`config.mk`:
```
export PLATFORM = sky130hd
export DESIGN_NAME = pixel_timing_gen
export DESIGN_NICKNAME = d
export VERILOG_FILES = /design/src/rtl/pixel_timing_pkg.sv /design/src/rtl/pixel_timing_gen_axis.sv /design/src/rtl/pixel_timing_gen.sv
export SDC_FILE = /design/constraint.sdc
export NUM_CORES = 1
export LEC_CHECK = 0
export BUFFER_PORTS_ARGS = -buffer_cell sky130_fd_sc_hd__buf_2
export CAP_MARGIN = 20
export CORE_ASPECT_RATIO = 0.6
export CORE_MARGIN = 5
export CORE_UTILIZATION = 58
export CTS_CLUSTER_SIZE = 40
export DETAILED_ROUTE_END_ITERATION = 12
export GPL_ROUTABILITY_DRIVEN = 0
export GPL_TIMING_DRIVEN = 0
export PLACE_DENSITY = 0.91
export SETUP_SLACK_MARGIN = 0.15
export SYNTH_ARGS = -nofsm -noshare
export SYNTH_HDL_FRONTEND = slang
export SYNTH_HIERARCHICAL = 1
export SYNTH_SLANG_ARGS = --single-unit
```
`constraint.sdc`:
```
create_clock -name clk -period 8.3 [get_ports clk]
set_input_delay 1.66 -clock clk [delete_from_list [all_inputs] [get_ports clk]]
set_output_delay 1.66 -clock clk [all_outputs]
set_load 0.01 [all_outputs]
```
`src/rtl/pixel_timing_pkg.sv`:
```
// Shared types and default 640x480 timing constants for the raster timing generator.
package pixel_timing_pkg;

  localparam int COORD_W = 10;

  typedef enum logic [1:0] {
    ACTIVE = 2'd0,
    FRONT  = 2'd1,
    SYNC   = 2'd2,
    BACK   = 2'd3
  } phase_t;

  localparam int DEF_H_ACTIVE = 640;
  localparam int DEF_H_FP     = 16;
  localparam int DEF_H_SYNC   = 96;
  localparam int DEF_H_BP     = 48;
  localparam int DEF_V_ACTIVE = 480;
  localparam int DEF_V_FP     = 10;
  localparam int DEF_V_SYNC   = 2;
  localparam int DEF_V_BP     = 33;
  localparam logic DEF_SYNC_POL = 1'b0;

  function automatic int axis_total(input int active, input int fp, input int sync, input int bp);
    return active + fp + sync + bp;
  endfunction

endpackage

```
`src/rtl/pixel_timing_gen_axis.sv`:
```
// One raster axis: position counter plus ACTIVE/FRONT/SYNC/BACK phase FSM.
// Handshake: none; 'advance' is a single-cycle qualifier, one step per high cycle.
module sync_axis_counter
  import pixel_timing_pkg::COORD_W;
  import pixel_timing_pkg::phase_t;
  import pixel_timing_pkg::axis_total;
#(
  parameter int ACTIVE = 640,
  parameter int FP     = 16,
  parameter int SYNC   = 96,
  parameter int BP     = 48
) (
  input  logic               clk,
  input  logic               rst,
  input  logic               advance,
  output logic [COORD_W-1:0] count,
  output phase_t             phase,
  output phase_t             phase_next,
  output logic               wrap,
  output logic               sync
);

  localparam int TOTAL = axis_total(ACTIVE, FP, SYNC, BP);

  if (TOTAL > (1 << COORD_W) || ACTIVE < 1 || FP < 1 || SYNC < 1 || BP < 1) begin : g_bad_params
    $error("sync_axis_counter: segment widths must be >= 1 and total must fit COORD_W bits");
  end

  localparam logic [COORD_W-1:0] LAST_ACTIVE = COORD_W'(ACTIVE - 1);
  localparam logic [COORD_W-1:0] LAST_FRONT  = COORD_W'(ACTIVE + FP - 1);
  localparam logic [COORD_W-1:0] LAST_SYNC   = COORD_W'(ACTIVE + FP + SYNC - 1);
  localparam logic [COORD_W-1:0] LAST        = COORD_W'(TOTAL - 1);

  assign wrap = advance && (count == LAST);

  always_comb begin
    phase_next = phase;
    if (advance) begin
      case (phase)
        pixel_timing_pkg::ACTIVE: if (count == LAST_ACTIVE) phase_next = pixel_timing_pkg::FRONT;
        pixel_timing_pkg::FRONT:  if (count == LAST_FRONT)  phase_next = pixel_timing_pkg::SYNC;
        pixel_timing_pkg::SYNC:   if (count == LAST_SYNC)   phase_next = pixel_timing_pkg::BACK;
        pixel_timing_pkg::BACK:   if (count == LAST)        phase_next = pixel_timing_pkg::ACTIVE;
        default:                  phase_next = pixel_timing_pkg::ACTIVE;
      endcase
    end
  end

  // Sync level for the position being entered, so the top can register it alongside the counter.
  assign sync = (phase_next == pixel_timing_pkg::SYNC);

  always_ff @(posedge clk) begin
    if (rst) begin
      count <= '0;
      phase <= pixel_timing_pkg::ACTIVE;
    end else if (advance) begin
      count <= wrap ? '0 : count + 1'b1;
      phase <= phase_next;
    end
  end

endmodule

```
`src/rtl/pixel_timing_gen.sv`:
```
// Raster timing generator: advances x/y on each enabled pixel_tick and drives registered
// hsync/vsync/de plus line_end/frame_start pulses aligned with the new position.
module pixel_timing_gen
  import pixel_timing_pkg::*;
#(
  parameter int   H_ACTIVE = DEF_H_ACTIVE,
  parameter int   H_FP     = DEF_H_FP,
  parameter int   H_SYNC   = DEF_H_SYNC,
  parameter int   H_BP     = DEF_H_BP,
  parameter int   V_ACTIVE = DEF_V_ACTIVE,
  parameter int   V_FP     = DEF_V_FP,
  parameter int   V_SYNC   = DEF_V_SYNC,
  parameter int   V_BP     = DEF_V_BP,
  parameter logic SYNC_POL = DEF_SYNC_POL
) (
  input  logic               clk,
  input  logic               rst,
  input  logic               enable,
  input  logic               pixel_tick,
  output logic               hsync,
  output logic               vsync,
  output logic               de,
  output logic [COORD_W-1:0] x,
  output logic [COORD_W-1:0] y,
  output logic               line_end,
  output logic               frame_start
);

  logic   advance;
  logic   v_advance;
  phase_t h_phase, h_phase_next;
  phase_t v_phase, v_phase_next;
  logic   h_wrap, v_wrap;
  logic   h_sync, v_sync;

  // A tick with enable low is simply dropped; nothing is remembered.
  assign advance   = enable & pixel_tick;
  assign v_advance = h_wrap;

  sync_axis_counter #(
    .ACTIVE(H_ACTIVE), .FP(H_FP), .SYNC(H_SYNC), .BP(H_BP)
  ) u_h_axis (
    .clk        (clk),
    .rst        (rst),
    .advance    (advance),
    .count      (x),
    .phase      (h_phase),
    .phase_next (h_phase_next),
    .wrap       (h_wrap),
    .sync       (h_sync)
  );

  sync_axis_counter #(
    .ACTIVE(V_ACTIVE), .FP(V_FP), .SYNC(V_SYNC), .BP(V_BP)
  ) u_v_axis (
    .clk        (clk),
    .rst        (rst),
    .advance    (v_advance),
    .count      (y),
    .phase      (v_phase),
    .phase_next (v_phase_next),
    .wrap       (v_wrap),
    .sync       (v_sync)
  );

  always_ff @(posedge clk) begin
    if (rst) begin
      de          <= 1'b1;
      hsync       <= ~SYNC_POL;
      vsync       <= ~SYNC_POL;
      line_end    <= 1'b0;
      frame_start <= 1'b0;
    end else begin
      line_end    <= h_wrap;
      frame_start <= h_wrap & v_wrap;
      if (advance) begin
        de    <= (h_phase_next == ACTIVE) && (v_phase_next == ACTIVE);
        hsync <= h_sync ? SYNC_POL : ~SYNC_POL;
        vsync <= v_sync ? SYNC_POL : ~SYNC_POL;
      end
    end
  end

endmodule

```
==> metrics.log <==
[metrics] post-layout min period: 4.28 ns
[metrics] count of nets left with antenna violations after detail routing: 0
[metrics] worst-path fanout max: 8
[metrics] average wire per standard cell: about 15 um
[metrics] element type at the critical path start: input pin
[metrics] detailed-placement wirelength estimate: roughly 2.7 mm
[metrics] endpoint arrival time on the critical path: 4.46 ns
[metrics] commonest non-fill, non-tap cell in the layout: sky130_fd_sc_hd__buf_2
[metrics] setup repair after global routing missed its margin: no
[metrics] Worst path slowest cell: sky130_fd_sc_hd__nor4_1
[metrics] Area growth, synth to finish: 17.9%
[metrics] area of placed instances: 0.00167 sq mm
[metrics] reported leakage power: slightly above 0.7 nW
[metrics] First-pass DRT Iterations: 5
[metrics] post-cts hold buffer count: 0
[metrics] net switching fraction of the power: roughly a fifth
[metrics] global route overflow: 0
[metrics] Hold WC Path Type: reg2reg
[metrics] Pwr per Cell Area: between 150 and 200 mW/mm^2
[metrics] VDD IR-drop max: approximately 0.12 mV
[metrics] All-Layer GR Usage: 21.6%
[metrics] Cell variety after synth: between 40 and 50
[metrics] kind of cell with the highest combined delay on the critical path: simple AND/OR/NAND/NOR gates
[metrics] cell repeated most along the worst path: sky130_fd_sc_hd__nor4_1
[metrics] share of layout cells above drive strength 1: between 20% and 30%
[metrics] critical setup path kind: in2reg
[metrics] design internal power: 0.000209 W
[metrics] top cell type's share of synthesized area: 39.0%
[metrics] number of non-filler instances in the completed layout: 237
[metrics] buffer levels on the longest clock path: 2
[metrics] post-synthesis instance total: 170
[metrics] post-layout net count: between 200 and 250
[metrics] Max Clock Skew: 0.00518 ns
[metrics] mean instance size in the synthesized netlist: 8.76 sq um
[metrics] nature of the critical path endpoint: flop
[metrics] flip-flop cell with the highest count after synthesis: sky130_fd_sc_hd__dfxtp_1
[metrics] number of antenna violations at the first check in global routing: 0
[metrics] Worst-Skew Late Latency: 0.28 ns
[metrics] count of flip-flops with a built-in enable after synthesis: 0
[metrics] n_diodes: 0
[metrics] combinational share of power: 3.4%
[metrics] final design area excluding fillers: 0.00176 sq mm
[metrics] chip height: 49.2 um
[metrics] share of power burned in the clock network: a little over two fifths
[metrics] summed instance area of the synthesized netlist: between 0.001 and 0.0015 sq mm
[metrics] number of design rule violations left after detail routing: 0
[metrics] Yosys warning count: 6
[metrics] commonest cells after routing, fill and taps aside: sky130_fd_sc_hd__buf_2, sky130_fd_sc_hd__dfxtp_1, sky130_fd_sc_hd__nor2_1
[metrics] sequential cell area in the final layout: between 500 and 600 sq um
[metrics] clock root buffer: sky130_fd_sc_hd__clkbuf_8
[metrics] clock-pin slew of the registers on the worst-case setup and hold paths: 0.06 ns
[metrics] number of placed instances with taps included: 230
[metrics] number of setup violations in the final report: 0
[metrics] fraction of registers with async set or reset after synthesis: 0%
[metrics] relative slew slack: approximately 72%
[metrics] transition time at the pin with the least slew margin: 0.409 ns
[metrics] CTS tree: done
[metrics] count of filler cells inserted in the layout: 191
[metrics] number of rows created at floorplan: 14
[metrics] max_cap viols: 0
[metrics] min setup slack post-route: roughly 4.0 ns
[metrics] wire length of the first global-routing pass: 5.92 mm
[metrics] pre-CTS worst setup slack: around 3.8 ns
[metrics] Detailed Route WL: 3.61 mm
[metrics] via-per-instance ratio: roughly 5.9
[metrics] total count of hold-check failures in the final report: 0
[metrics] final slew viol count: 0
[metrics] footprint of the multi-input gates: about 860 sq um
[metrics] outcome: finished, final reports clean
[metrics] aggregate negative setup slack: 0 ns
[metrics] total CTS buffers: 5
[metrics] count of buffers inserted at the top-level ports: 28
[metrics] Resized cells post-CTS: 0
[metrics] initial cell density of the core: 59.9%
[metrics] number of nets produced by synthesis: 178
[metrics] number of placed I/O pins: 29
[metrics] Crit path largest cell delay: a little over 0.4 ns
[metrics] largest net degree at the start of global routing: 15
[metrics] flip-flop and latch count after synthesis: 29
[metrics] number of buffer and inverter stages on the critical path: 3
[metrics] die span in x: 75.4 um
[metrics] Vias: 1387
[metrics] highest achievable clock rate: approximately 0.23 GHz
[metrics] CTS H-tree lvls: 2
[metrics] data required time of the critical path: 8.48 ns
[metrics] ordered list of cells on the worst path: buf_2 > and2_4 > clkbuf_1 > nand4_1 > nor4_2 > buf_4 > nand4bb_1 > nor4_1 > a221oi_1 > nor3_1 > nor4_1 > a211o_1
[metrics] number of violations reported at the end of detailed-routing iteration 0: 154
[metrics] via count of the first global-routing pass: approximately 1200
[metrics] final clock period utilization by the worst path: 51.6%
[metrics] net switching power of the design: 0.0000564 W
[metrics] share of total power in sequential cells: 53.1%
[metrics] post-CTS setup buffers: 0
[metrics] floorplan core area: 0.00249 sq mm
[metrics] Synth area leaders: sky130_fd_sc_hd__dfxtp_1, sky130_fd_sc_hd__nor2_1, sky130_fd_sc_hd__xnor2_1
[metrics] sequential-to-total area share from yosys stat: between 30% and 40%
[metrics] Die Area: 0.00371 sq mm
[metrics] CTS sink count: 29
[metrics] cell type contributing the most total cell area after synthesis: sky130_fd_sc_hd__dfxtp_1
-- worst paths after layout --
path	from	endpoint	slack (ns)	cells past startpoint
max reg2reg	u_h_axis/count[0]	de	5.37	10
max	enable	de	4.02	12
min	vsync	vsync	0.51	2
min reg2reg	vsync	vsync	0.51	2
-- worst reg2reg max path: stages (launching register included) --
cell,delay [ns]
sky130_fd_sc_hd__dfxtp_1,0.39
sky130_fd_sc_hd__ha_1,0.26
sky130_fd_sc_hd__nand4_1,0.21
sky130_fd_sc_hd__nor4_2,0.33
sky130_fd_sc_hd__buf_4,0.24
sky130_fd_sc_hd__nand4bb_1,0.17
sky130_fd_sc_hd__nor4_1,0.41
sky130_fd_sc_hd__a221oi_1,0.17
sky130_fd_sc_hd__nor3_1,0.28
sky130_fd_sc_hd__nor4_1,0.10
sky130_fd_sc_hd__a211o_1,0.30
-- per-layer routing --
metal,track usage [%],share of wire (%),vias up
li1,-,-,667
met1,28.3,43,617
met2,31.2,45,88
met3,6.58,9.1,15
met4,11.6,2.6,0
met5,0,0,-
-- cell usage after synthesis (3+ instances only) --
library cell,number
sky130_fd_sc_hd__ha_1,4
sky130_fd_sc_hd__nand2_1,13
sky130_fd_sc_hd__xor2_1,7
sky130_fd_sc_hd__nand4_1,6
sky130_fd_sc_hd__and3_2,3
sky130_fd_sc_hd__dfxtp_1,29
sky130_fd_sc_hd__nor4_1,5
sky130_fd_sc_hd__nand3_1,5
sky130_fd_sc_hd__nand2b_1,3
sky130_fd_sc_hd__a21oi_1,3
sky130_fd_sc_hd__nor2_1,27
sky130_fd_sc_hd__xnor2_1,11
sky130_fd_sc_hd__nor3_1,7
sky130_fd_sc_hd__inv_1,5
-- stage by stage --
step / total power [W] / util, % / hold slack [ns]
final: 0.000266 / 70.6 / 0.508
after global routing: 0.000278 / 70.6 / 0.550
after CTS: 0.000269 / 70.6 / 0.507
after detailed placement: 0.000153 / 67.1 / 0.490
after global placement: 0.000153 / 67.1 / 0.481
after floorplan: 0.000149 / - / 0.531
-- cells by family (layout without fill, tap and decap cells) --
logic type | after synthesis | count (layout) | share of synthesized area, %
AO/OA/AOI/OAI | 14 | 14 | 7.14
adder cells (fa/ha/maj) | 4 | 4 | 3.36
multiplexers | 2 | 2 | 1.34
XOR/XNOR | 18 | 18 | 10.6
AND/OR/NAND/NOR | 92 | 92 | 35.1
buffers and inverters | 11 | 46 | 3.45
flip-flops | 29 | 29 | 39.0
-- power groups by stage --
stage,combinational [W],sequential (W),clock [W]
2_1_floorplan,0.00000456,0.000144,0
3_3_place_gp,0.00000861,0.000144,0
3_5_place_dp,0.00000909,0.000144,0
6_report,0.00000912,0.000141,0.000116
5_1_grt,0.00000997,0.000141,0.000127
4_1_cts,0.00000911,0.000141,0.000119
-- final cells by class --
class / instances / area share [%]
Multi-Input combinational cell: 130 / 48.8
Sequential cell: 29 / 33.1
Timing Repair Buffer: 28 / 7.98
Clock buffer: 7 / 4.92
Tap cell: 32 / 2.28
Buffer: 6 / 1.85
Inverter: 5 / 1.07
-- registers in the layout, summed over array words and instances, names as in the netlist --
signal / flops
de: 1
frame_start: 1
hsync: 1
line_end: 1
u_h_axis/count: 10
u_h_axis/phase: 2
u_v_axis/count: 10
u_v_axis/phase: 2
vsync: 1
No activity file was read; power rests on OpenSTA's default activity.
